--- config.mk ---
export PLATFORM = sky130hd
export DESIGN_NAME = mul_acc
export DESIGN_NICKNAME = d
export VERILOG_FILES = /design/src/rtl/mul_acc.sv
export SDC_FILE = /design/constraint.sdc
export NUM_CORES = 1
export LEC_CHECK = 0
export CAP_MARGIN = 40
export CORE_UTILIZATION = 42
export CTS_BUF_LIST = sky130_fd_sc_hd__clkbuf_8 sky130_fd_sc_hd__clkbuf_16
export DETAILED_ROUTE_END_ITERATION = 16
export HOLD_SLACK_MARGIN = 0.1
export PLACE_DENSITY_LB_ADDON = 0.3
export SLEW_MARGIN = 20
export SYNTH_ARGS = -nofsm -noshare
export SYNTH_HDL_FRONTEND = slang
export SYNTH_SLANG_ARGS = --single-unit
--- constraint.sdc ---
create_clock -name clk -period 5.6 [get_ports clk]
set_input_delay 0.84 -clock clk [delete_from_list [all_inputs] [get_ports clk]]
set_output_delay 0.84 -clock clk [all_outputs]
set_load 0.01 [all_outputs]
--- src/rtl/mul_acc.sv ---
// Multiply-accumulate stage: sums a programmed number of unsigned products into a registered accumulator.
// Optional build macro MUL_ACC_SAT_EN makes the accumulator saturate on carry instead of wrapping.
module mul_acc #(
  parameter int WIDTH = 32,
  parameter int CNT_W = 8
) (
  input  logic             clk,
  input  logic             rst,
  input  logic             start,
  input  logic [CNT_W-1:0] len,
  input  logic             in_valid,
  output logic             in_ready,
  input  logic [WIDTH-1:0] product,
  output logic [WIDTH-1:0] acc_out,
  output logic             done,
  output logic             busy,
  output logic             ovf
);

  typedef enum logic [1:0] {
    S_IDLE = 2'd0,
    S_ACC  = 2'd1,
    S_DONE = 2'd2
  } state_t;

  state_t           r_state;
  state_t           w_state_nxt;
  logic [WIDTH-1:0] r_acc;
  logic             r_ovf;
  logic [CNT_W-1:0] r_cnt;
  logic [CNT_W-1:0] r_len;

  logic             w_accept;
  logic             w_last;
  logic [WIDTH:0]   w_sum;
  logic [WIDTH-1:0] w_acc_nxt;

  assign w_accept = in_valid && (r_state == S_ACC);
  assign w_sum    = {1'b0, r_acc} + {1'b0, product};
  // r_len is never zero while in ACC, so len-1 cannot underflow here
  assign w_last   = (r_cnt == r_len - CNT_W'(1));

`ifdef MUL_ACC_SAT_EN
  // A saturated accumulator carries out on any non-zero product, so it stays all ones
  assign w_acc_nxt = w_sum[WIDTH] ? '1 : w_sum[WIDTH-1:0];
`else
  assign w_acc_nxt = w_sum[WIDTH-1:0];
`endif

  always_ff @(posedge clk or posedge rst) begin
    if (rst) r_state <= S_IDLE;
    else     r_state <= w_state_nxt;
  end

  always_comb begin
    w_state_nxt = r_state;
    case (r_state)
      S_IDLE:  if (start) w_state_nxt = (len == '0) ? S_DONE : S_ACC;
      S_ACC:   if (w_accept && w_last) w_state_nxt = S_DONE;
      S_DONE:  w_state_nxt = S_IDLE;
      default: w_state_nxt = S_IDLE;
    endcase
  end

  // Handshake and status come from the state register only
  always_comb begin
    in_ready = (r_state == S_ACC);
    done     = (r_state == S_DONE);
    busy     = (r_state != S_IDLE);
  end

  always_ff @(posedge clk or posedge rst) begin
    if (rst) begin
      r_acc <= '0;
      r_ovf <= 1'b0;
      r_cnt <= '0;
      r_len <= '0;
    end else begin
      if (r_state == S_IDLE && start) begin
        r_acc <= '0;
        r_ovf <= 1'b0;
        r_cnt <= '0;
        r_len <= len;
      end else if (w_accept) begin
        r_acc <= w_acc_nxt;
        r_ovf <= r_ovf | w_sum[WIDTH];
        r_cnt <= r_cnt + CNT_W'(1);
      end
    end
  end

  assign acc_out = r_acc;
  assign ovf     = r_ovf;

endmodule

* Word level (Yosys, flattened, before mapping)
Index checks and enable logic that the tools add are counted.
W data, S select, Z words.
** Word-level totals
- Register bits after elaboration :: 51
- Input bits :: 44
- Output and inout port bits :: 36
- Logic and storage cells :: 32
** Operators by class
- Add/sub/neg operators :: 3
- Equal/unequal tests :: 5
- Muxes and demuxes :: 10
- Bitwise gates (word level) :: 1
- Reduce and logical (&&, ||, !) cells :: 8
** Operators with widths (number)
- $mux W32 :: 2
- $add A32 B32 Y33 :: 1
- $mux W8 :: 2
- $add A8 B1 Y8 const B :: 1
- $eq A8 B8 Y1 :: 1
- $logic_not A8 Y1 :: 1
- $sub A8 B1 Y8 const B :: 1
- $mux W2 :: 3
- $pmux W2 S2 :: 1
- $reduce_bool A2 Y1 :: 2
- $logic_and A1 B1 Y1 :: 3
- $eq A2 B1 Y1 const B :: 1
- $eq A2 B2 Y1 const B :: 1
- $logic_not A2 Y1 :: 1
- $mux W1 :: 2
- $ne A2 B1 Y1 const B :: 1
- $ne A2 B2 Y1 const B :: 1
- $reduce_and A2 Y1 :: 1
- $or A1 B1 Y1 :: 1

* Depth between registers and ports, before layout
Gate-level depths: netlist of run 1.
- Depth in word-level cells :: 5
- Mapped depth :: 9
- Depth with buffers taken out :: 9

* Worst setup path before layout of run 1
Ideal clock, no wire load.
- Path type :: input to register
- From :: in product[0]
- To :: reg r_acc[22] (netlist: acc_out[22])
- Setup time :: 0.122 ns
- Data arrival time :: 2.992 ns
- Data required time :: 5.478 ns
- Path slack :: 2.486 ns
- Stages on the path :: 9
- Buffers on the path :: 0
- Cell sequence :: ha_1 fa_1 a21o_1 a221o_1 and3_4 o21bai_4 a211oi_2 or3_1 a32o_1
** On the way
- Cells in the longest elaborated chain, start to end :: 3
** Ends and longest elaborated chain
- start, declared :: RTL line 13 : input logic [WIDTH-1:0] product,
- $add A32 B32 Y33 :: RTL line 39 : assign w_sum = {1'b0, r_acc} + {1'b0, product};
- $mux W32 :: RTL line 84 : end else if (w_accept) begin
- $mux W32 :: RTL line 79 : if (r_state == S_IDLE && start) begin
- end signal, assigned :: RTL line 85 : r_acc <= w_acc_nxt;
- end, declared :: RTL line 28 : logic [WIDTH-1:0] r_acc;
No other way between the ends. The select of a mux whose other input is x is not followed.
A chain may end at the register's enable or synchronous reset.

* Worst setup path in the final report of run 1
Same ends and word-level chain as after synthesis.

==> results.py, run 1 <==
metrics = {
    "outcome": {
        "outcome": "finished, violations left",
        "violations": "design-rule violations",
    },
    "setup_path": {
        "critPathLaunch": "product[0]",
        "crit_end": "acc_out[22]",
        "reg2reg_to": "acc_out[22]",
        "r2r_cells": 9,
        "criticalPathCategory": "input port to flop",
        "endpoint_kind": "flop",
        "reg2reg_from": "acc_out[0]",
        "crit_arrival_ns": 3.59,
        "reg2reg_slack_ns": 2.77,
        "cp_max_fo": 5,
        "required_ns": 5.82,
        "worstSetupStartpointType": "input port",
    },
    "timing": {
        "tightest_slew_ns": 0.8501,
        "fin_crit_sh": 0.6020,
        "max_slew_margin": 0.4333,
        "final.setup.tns_ns": 0,
        "fmax_mhz": 296.6,
        "rsz0062_at_grt": "false",
        "setup-violations-final": 0,
        "whs_ns": 0.5209,
        "fin_skew_ns": 0.01418,
        "period_needed_ns": 3.371,
        "final-max-slew-violation-count": 0,
        "hold_viol": 0,
    },
    "drt": {
        "routedWlPerCell_um": 15.32,
        "drc_errors": 6,
        "drtAntennaViolNets": 0,
        "wl_um": 9620,
        "dr.first_iter.drc_count": 248,
        "dr.pass1.iters": 11,
        "vias_per_cell": 5.747,
        "vias": 3609,
    },
    "synth": {
        "synth-seq-cells": 51,
        "async_flop_share": 1.000,
        "synth-edff-count": 0,
        "synth_nets": 525,
        "syn_area_per_cell_um2": 8.697,
        "synth_commonest_cells": "nand2_1, dfrtp_1, a21oi_1, ha_1, o21ai_0",
        "synth.cell_area_um2": 3879,
        "synth_cells": 446,
        "synth_most_common_cell": "nand2_1",
        "ys_warn_count": 0,
        "synth_top_cell_by_area": "dfrtp_1",
        "synth_seq_area_share": 0.3290,
        "ys_types": 56,
        "ys_top_cells_by_area": "dfrtp_1, ha_1, nand2_1, xnor2_1, a21oi_1",
        "synth_flop_cell": "dfrtp_1",
        "netlist.area_leader.share": 0.3290,
    },
    "global_route": {
        "grt_max_degree": 52,
        "grt_use_total": 0.2097,
        "grt_pass1_vias": 3566,
        "antenna_found_initial": 0,
        "overflow": 0,
        "grt_pass1_wl_um": 16680,
    },
    "placement": {
        "placed_area_um2": 4786,
        "portBuffers": 79,
        "gp_congestion": 0.9024,
        "dp_hpwl_um": 7159,
    },
    "pwr": {
        "p_sw_frac": 0.4528,
        "powerDensity_nw_per_um2": 542.0,
        "combPwrFrac": 0.646,
        "p_seq_frac": 0.265,
        "intPower_mw": 1.448,
        "p_sw_mw": 1.198,
        "clkPwrFrac": 0.088,
        "vdd_drop_max_v": 0.0002126,
        "power_leakage_nw": 2.087,
    },
    "clocking": {
        "holdBufCountCts": 0,
        "ctsResizeCount": 0,
        "tritoncts": "built",
        "cts.clk_slew.worst_paths_ns": 0.11,
        "ctsHtreeMaxLevel": 2,
        "cts_buffers": 5,
        "clk_path_buf_depth": 2,
        "cts_root_buf": "clkbuf_8",
        "post_cts_buffers": 0,
        "cts.sinks": 51,
        "insertion_delay_ns": 0.32,
    },
    "floorplan": {
        "fp.dieH_um": 98.10,
        "initial_utilization": 0.4383,
        "dieArea_um2": 9624,
        "fp.dieW_um": 98.10,
        "ios": 80,
        "num_rows": 34,
        "core-area_um2": 8848,
    },
    "finish": {
        "area_delta_synth_final_pct": 25.87,
        "antenna_cells": 0,
        "n_fill_cell": 856,
        "final_layout_size_suffix_gt1_frac": 0.05577,
        "design_area_um2": 4882,
        "nNetsFinal": 598,
        "postLayoutCoreUtil": 0.5518,
    },
    "hold_path": {
        "hp-class": "flop to flop",
    },
    "flow_run": {
        "maxCapViolations": 0,
    },
}
-- power by group through the flow --
stage / Combinational (mW) / Sequential [mW] / Clock, mW
2_1_floorplan: 1.13 / 0.729 / 0
3_3_place_gp: 1.67 / 0.709 / 0
3_5_place_dp: 1.70 / 0.711 / 0
4_1_cts: 1.71 / 0.705 / 0.242
5_1_grt: 1.90 / 0.735 / 0.254
6_report: 1.71 / 0.702 / 0.234
-- per-layer routing --
metal  track usage  up-vias  share of wire
met2        0.3516      108           0.47
met4       0.05594        0          0.017
li1              -     1795              -
met5             0        -              0
met1        0.2821     1685           0.46
met3       0.03078       21          0.054
-- area by class of cell --
| class | instances | area [um2] | share of cell area |
|---|---|---|---|
| clock buffers | 5 | 68.82 | 0.01410 |
| repair buffers | 83 | 828.3 | 0.1697 |
| inverters | 13 | 48.80 | 0.009995 |
| flip-flops and latches | 51 | 1276 | 0.2614 |
| well taps | 108 | 135.1 | 0.02768 |
| multi-input cells | 365 | 2497 | 0.5115 |
| clock inverters | 3 | 27.53 | 0.005638 |
-- critical path, stage by stage --
cell	delay, ns
clkdlybuf4s50_1	0.40
ha_1	0.25
fa_1	0.42
a21o_1	0.21
a221o_1	0.35
and3_4	0.21
o21bai_4	0.17
a211oi_2	0.12
or3_1	0.37
a32o_1	0.25
-- through the flow --
step | setup WS (ns) | instances | power (mW)
floorplan | 2.486 | 446 | 1.856
global placement | 1.935 | 619 | 2.380
detailed placement | 1.896 | 620 | 2.413
CTS | 2.241 | 628 | 2.658
global route | 2.137 | 628 | 2.889
finish | 2.229 | 628 | 2.646
-- state kept, by name, summed over array words and instances (netlist names) --
| name | count |
|---|---|
| acc_out | 32 |
| r_state | 2 |
| r_cnt | 8 |
| ovf | 1 |
| r_len | 8 |
-- worst min-delay path by stage --
| stage | from | end | cells after the start |
|---|---|---|---|
| after CTS | r_state[1] | r_state[1] | 1 |
| after global placement | r_state[1] | r_state[1] | 1 |
| after detailed placement | acc_out[11] | acc_out[11] | 2 |
| final | acc_out[10] | acc_out[10] | 2 |
| after global routing | r_state[1] | r_state[1] | 1 |
| after floorplan | r_state[1] | r_state[1] | 1 |
-- placed cells by master (no fill, tap or decap), drive strengths merged, types with 5 or more instances in the layout --
master         count
a21o              14
and3               6
mux2               6
o21a               7
a32o               6
nand2             54
o21ai             50
xnor2             20
nand4              8
a21oi             37
inv               14
xor2              18
dfrtp             51
nor3               9
nor2              20
nand3             11
ha                34
or3                6
clkbuf             5
clkdlybuf4s50     79
-- logic make-up (layout without fill, tap and decap cells) --
logic type / after synthesis / after routing / synth area share
AOI/OAI and AO/OA: 150 / 150 / 0.2526
and+or+nand+nor: 135 / 135 / 0.1687
DFF: 51 / 51 / 0.3290
xor gates and xnor gates: 38 / 38 / 0.08581
adders and majority gates: 35 / 35 / 0.1148
buffers and inverters: 30 / 104 / 0.02903
muxes: 7 / 7 / 0.02000
No activity file was read; power rests on OpenSTA's default activity.
==> run 2: changes to the inputs <==
==> constraint.sdc (replaced) <==
create_clock -name clk -period 3.1 [get_ports clk]
set_input_delay 0.465 -clock clk [delete_from_list [all_inputs] [get_ports clk]]
set_output_delay 0.465 -clock clk [all_outputs]
set_load 0.01 [all_outputs]
==> results.py, run 2 (same netlist as run 1, synthesis figures left out) <==
metrics = {
    "outcome": {
        "outcome": "finished, violations left",
        "violations": "design-rule violations",
    },
    "setup_path": {
        "reg2reg_slack_ns": 0.35,
        "critical_path.top_delay_family": "compound AO/OA/AOI/OAI gates",
        "reg2reg_to": "acc_out[22]",
        "criticalPathCategory": "input port to flop",
        "path_depth": 10,
        "cp_max_fo": 5,
        "reg2reg_from": "acc_out[0]",
        "endpoint_kind": "flop",
        "required_ns": 3.30,
        "worstSetupStartpointType": "input port",
        "max_stage_delay_ns": 0.41,
        "worstPathCellList": "clkdlybuf4s50_1 > ha_1 > fa_1 > a21o_1 > a221o_1 > and3_4 > o21bai_4 > a211oi_2 > or3_1 > a32o_1",
        "crit_end": "acc_out[22]",
        "cpMaxStageDelayCell": "clkdlybuf4s50_1",
        "cp_num_buf_inv": 1,
        "crit_arrival_ns": 3.13,
        "critPathLaunch": "product[0]",
        "r2r_cells": 9,
    },
    "pwr": {
        "powerDensity_nw_per_um2": 998.1,
        "power_leakage_nw": 2.163,
        "vdd_drop_max_v": 0.0003733,
    },
    "floorplan": {
        "fp.dieH_um": 98.10,
        "fp.dieW_um": 98.10,
        "ios": 80,
        "core-area_um2": 8848,
        "initial_utilization": 0.4383,
        "dieArea_um2": 9624,
        "num_rows": 34,
    },
    "clocking": {
        "cts_root_buf": "clkbuf_8",
        "cts.clk_slew.worst_paths_ns": 0.10,
        "insertion_delay_ns": 0.31,
        "cts_buffers": 5,
        "holdBufCountCts": 0,
        "tritoncts": "built",
        "ctsHtreeMaxLevel": 2,
        "cts.sinks": 51,
        "post_cts_buffers": 0,
        "ctsResizeCount": 0,
        "clk_path_buf_depth": 2,
    },
    "hold_path": {
        "hp-class": "input port to asynchronous set/reset pin",
    },
    "finish": {
        "final_layout_size_suffix_gt1_frac": 0.07880,
        "antenna_cells": 0,
        "layout_common_cells": "clkdlybuf4s50_1, nand2_1, dfrtp_1, a21oi_1, ha_1",
        "largest_reg_flops": 32,
        "layout_commonest_cell": "clkdlybuf4s50_1",
        "nNetsFinal": 611,
        "area_delta_synth_final_pct": 28.74,
    },
    "timing": {
        "final.setup.tns_ns": 0,
        "hold_viol": 0,
        "final-max-slew-violation-count": 0,
        "rsz0062_at_grt": "false",
        "whs_ns": 0.4201,
        "fin_skew_ns": 0.01145,
        "fmax_mhz": 341.0,
        "period_needed_ns": 2.933,
        "fin_ws_ns": 0.1671,
        "max_slew_margin": 0.6677,
        "tightest_slew_ns": 0.4859,
        "fin_crit_sh": 0.9461,
        "setup-violations-final": 0,
    },
    "placement": {
        "place_ws_ns": -0.1390,
        "dp_hpwl_um": 7808,
        "gp_congestion": 0.9172,
        "portBuffers": 79,
    },
    "drt": {
        "routedWlPerCell_um": 15.98,
        "drtAntennaViolNets": 0,
        "vias_per_cell": 5.793,
        "dr.first_iter.drc_count": 206,
        "dr.pass1.iters": 11,
        "vias": 3713,
        "routed-wl-met2_um": 4961,
        "drc_errors": 6,
        "highest_layer": "met4",
        "wl_met3_um": 632,
        "wl_met1_um": 4525,
        "wl_um": 10240,
    },
    "global_route": {
        "grt_pass1_wl_um": 16930,
        "grt_max_degree": 35,
        "overflow": 0,
        "antenna_found_initial": 0,
        "grt_pass1_vias": 3609,
        "grt_use_total": 0.2153,
    },
    "flow_run": {
        "maxCapViolations": 0,
    },
}
[run 2: routing by layer]
layer | up-vias | global-route usage
met5 | - | 0
met4 | 0 | 0.05128
met3 | 11 | 0.03865
met2 | 112 | 0.3667
met1 | 1785 | 0.2831
li1 | 1805 | -
[run 2: area by class of cell]
cell class	instances	area, um2
clock inverter	2	35.03
inverter	13	48.80
tap	108	135.1
sequential	51	1276
fill	849	3855
clock buffer	6	82.58
multi-input combinational	365	2497
timing repair buffer	96	918.4
[run 2: worst reg2reg max path: stages, from the launching register on]
cell	delay, ns
dfrtp_1	0.41
ha_1	0.23
fa_1	0.39
a21o_1	0.21
a221o_1	0.32
and3_4	0.20
o21bai_4	0.17
a211oi_2	0.12
or3_1	0.35
a32o_1	0.25
[run 2: how the worst min path moves through the flow]
stage / end / slack, ns / depth (start not counted)
3_5_place_dp: acc_out[10] / 0.50 / 2
6_report: r_cnt[5] / 0.42 / 2
2_1_floorplan: r_state[1] / 0.45 / 1
3_3_place_gp: r_state[1] / 0.49 / 1
4_1_cts: r_cnt[5] / 0.43 / 2
5_1_grt: r_cnt[5] / 0.45 / 2
[run 2: report_power, final]
group | total, mW | internal [mW] | switching (mW)
clock | 0.503 | 0.262 | 0.241
combinational | 3.20 | 1.54 | 1.66
sequential | 1.28 | 0.972 | 0.305
total | 4.98 | 2.77 | 2.21
[run 2: metrics by stage]
stage / instances / instance area (um2) / power [mW] / utilization
after CTS: 641 / 4994 / 4.984 / 0.5643
after global routing: 641 / 4994 / 5.394 / 0.5643
after detailed placement: 633 / 4876 / 4.467 / 0.5510
after floorplan: 446 / 3879 / 3.353 / -
final: 641 / 4994 / 4.984 / 0.5643
after global placement: 633 / 4876 / 4.384 / 0.5510
==> run 3: changes to the inputs <==
--- a/config.mk
+++ b/config.mk
@@ -8,7 +8,9 @@
 export CAP_MARGIN = 40
 export CORE_UTILIZATION = 42
 export CTS_BUF_LIST = sky130_fd_sc_hd__clkbuf_8 sky130_fd_sc_hd__clkbuf_16
+export CTS_CLUSTER_SIZE = 12
 export DETAILED_ROUTE_END_ITERATION = 16
+export DONT_BUFFER_PORTS = 1
 export HOLD_SLACK_MARGIN = 0.1
 export PLACE_DENSITY_LB_ADDON = 0.3
 export SLEW_MARGIN = 20
==> results.py, run 3 (same netlist as run 1, synthesis figures left out) <==
metrics = {
    "outcome": {
        "outcome": "finished, violations left",
        "violations": "design-rule violations",
    },
    "finish": {
        "instances_no_fill": 550,
        "nNetsFinal": 520,
        "seq_area_um2": 1276,
        "final_layout_size_suffix_gt1_frac": 0.06787,
        "multi_input_area_um2": 2497,
        "area_delta_synth_final_pct": 5.903,
        "largest_reg_flops": 32,
        "postLayoutCoreUtil": 0.4642,
        "layout_common_cells": "nand2_1, dfrtp_1, a21oi_1, ha_1, o21ai_0",
        "antenna_cells": 0,
        "n_fill_cell": 889,
        "layout_commonest_cell": "nand2_1",
    },
    "timing": {
        "period_needed_ns": 2.871,
        "final-max-slew-violation-count": 0,
        "max_slew_margin": 0.5849,
        "hold_viol": 0,
        "fin_crit_sh": 0.9262,
        "setup-violations-final": 0,
        "final.setup.tns_ns": 0,
        "fin_skew_ns": 0.006846,
        "fmax_mhz": 348.3,
        "tightest_slew_ns": 0.6218,
        "rsz0062_at_grt": "false",
    },
    "global_route": {
        "antenna_found_initial": 0,
        "grt_use_total": 0.2092,
        "grt_pass1_vias": 3334,
        "grt_pass1_wl_um": 16330,
        "overflow": 0,
        "grt_max_degree": 35,
    },
    "placement": {
        "portBuffers": 0,
        "dp_cells": 542,
        "dp_hpwl_um": 7304,
        "gp_congestion": 0.8426,
    },
    "setup_path": {
        "worstSetupStartpointType": "flop",
        "criticalPathCategory": "flop to flop",
        "cp_max_fo": 5,
        "required_ns": 3.30,
        "reg2reg_from": "acc_out[0]",
        "cp_num_buf_inv": 0,
        "endpoint_kind": "flop",
        "crit_arrival_ns": 3.07,
        "reg2reg_to": "acc_out[30]",
        "reg2reg_slack_ns": 0.23,
        "cpMaxStageDelayCell": "dfrtp_1",
        "r2r_cells": 9,
        "max_stage_delay_ns": 0.44,
        "critical_path.top_delay_family": "compound AO/OA/AOI/OAI gates",
        "worstPathCellList": "ha_1 > fa_1 > a21o_1 > a221o_1 > and3_4 > o21bai_4 > a2111oi_0 > or3_1 > a32o_1",
    },
    "clocking": {
        "cts_buffers": 5,
        "ctsResizeCount": 0,
        "cts.sinks": 51,
        "clk_path_buf_depth": 2,
        "insertion_delay_ns": 0.31,
        "ctsHtreeMaxLevel": 2,
        "cts_root_buf": "clkbuf_8",
        "holdBufCountCts": 0,
        "tritoncts": "built",
        "cts.clk_slew.worst_paths_ns": 0.10,
        "post_cts_buffers": 0,
    },
    "pwr": {
        "p_seq_frac": 0.321,
        "power_leakage_nw": 1.796,
        "powerDensity_nw_per_um2": 1074,
        "p_sw_mw": 2.118,
        "clkPwrFrac": 0.111,
        "intPower_mw": 2.293,
        "combPwrFrac": 0.568,
        "p_sw_frac": 0.4801,
        "vdd_drop_max_v": 0.0003163,
    },
    "flow_run": {
        "maxCapViolations": 0,
    },
    "drt": {
        "dr.pass1.iters": 11,
        "routedWlPerCell_um": 17.59,
        "drtAntennaViolNets": 0,
        "vias": 3339,
        "vias_per_cell": 6.071,
        "drc_errors": 7,
        "dr.first_iter.drc_count": 157,
        "wl_um": 9676,
    },
    "floorplan": {
        "core-area_um2": 8848,
        "num_rows": 34,
        "dieArea_um2": 9624,
        "fp.dieW_um": 98.10,
        "initial_utilization": 0.4383,
        "fp.dieH_um": 98.10,
        "ios": 80,
    },
    "hold_path": {
        "hp-class": "input port to asynchronous set/reset pin",
    },
}
## run 3: power groups by stage
stage	clock, mW	sequential (mW)	combinational (mW)
floorplan	0	1.32	2.04
global placement	0	1.42	2.44
detailed placement	0	1.44	2.49
CTS	0.505	1.42	2.50
global route	0.525	1.47	2.83
finish	0.490	1.41	2.51
## run 3: stage by stage
| stage | setup WS, ns | instance area, um2 | power, mW | hold WS [ns] |
|---|---|---|---|---|
| final | 0.2288 | 4108 | 4.411 | 0.1051 |
| after global routing | 0.07689 | 4108 | 4.829 | 0.1504 |
| after CTS | 0.2214 | 4108 | 4.430 | 0.1204 |
| after detailed placement | 0.2031 | 3995 | 3.922 | 0.4654 |
| after global placement | 0.2340 | 3995 | 3.867 | 0.4564 |
| after floorplan | 0.3612 | 3879 | 3.353 | 0.4480 |
## run 3: metal layers
metal	global-route usage	wire, um
met1	0.2728	4187
met3	0.05798	724
met4	0.04429	113
met5	0	0
met2	0.3462	4650
## run 3: worst max-delay path by stage
stage / start / endpoint / slack, ns / depth (start not counted)
5_1_grt: acc_out[0] / acc_out[30] / 0.08 / 9
4_1_cts: acc_out[0] / acc_out[30] / 0.22 / 9
3_3_place_gp: product[0] / acc_out[22] / 0.23 / 9
6_report: acc_out[0] / acc_out[30] / 0.23 / 9
2_1_floorplan: product[0] / acc_out[22] / 0.36 / 9
3_5_place_dp: product[0] / acc_out[30] / 0.20 / 9
## run 3: worst reg2reg max path: stages (launching register included)
cell       delay, ns
dfrtp_1         0.44
ha_1            0.26
fa_1            0.42
a21o_1          0.21
a221o_1         0.34
and3_4          0.21
o21bai_4        0.18
a2111oi_0       0.15
or3_1           0.33
a32o_1          0.25
## run 3: layout make-up
class / count / share of cell area
clock buffer: 5 / 0.01675
clock inverter: 3 / 0.01066
inverter: 13 / 0.01188
multi-input combinational: 365 / 0.6080
sequential: 51 / 0.3107
tap: 108 / 0.03290
timing repair buffer: 5 / 0.009138
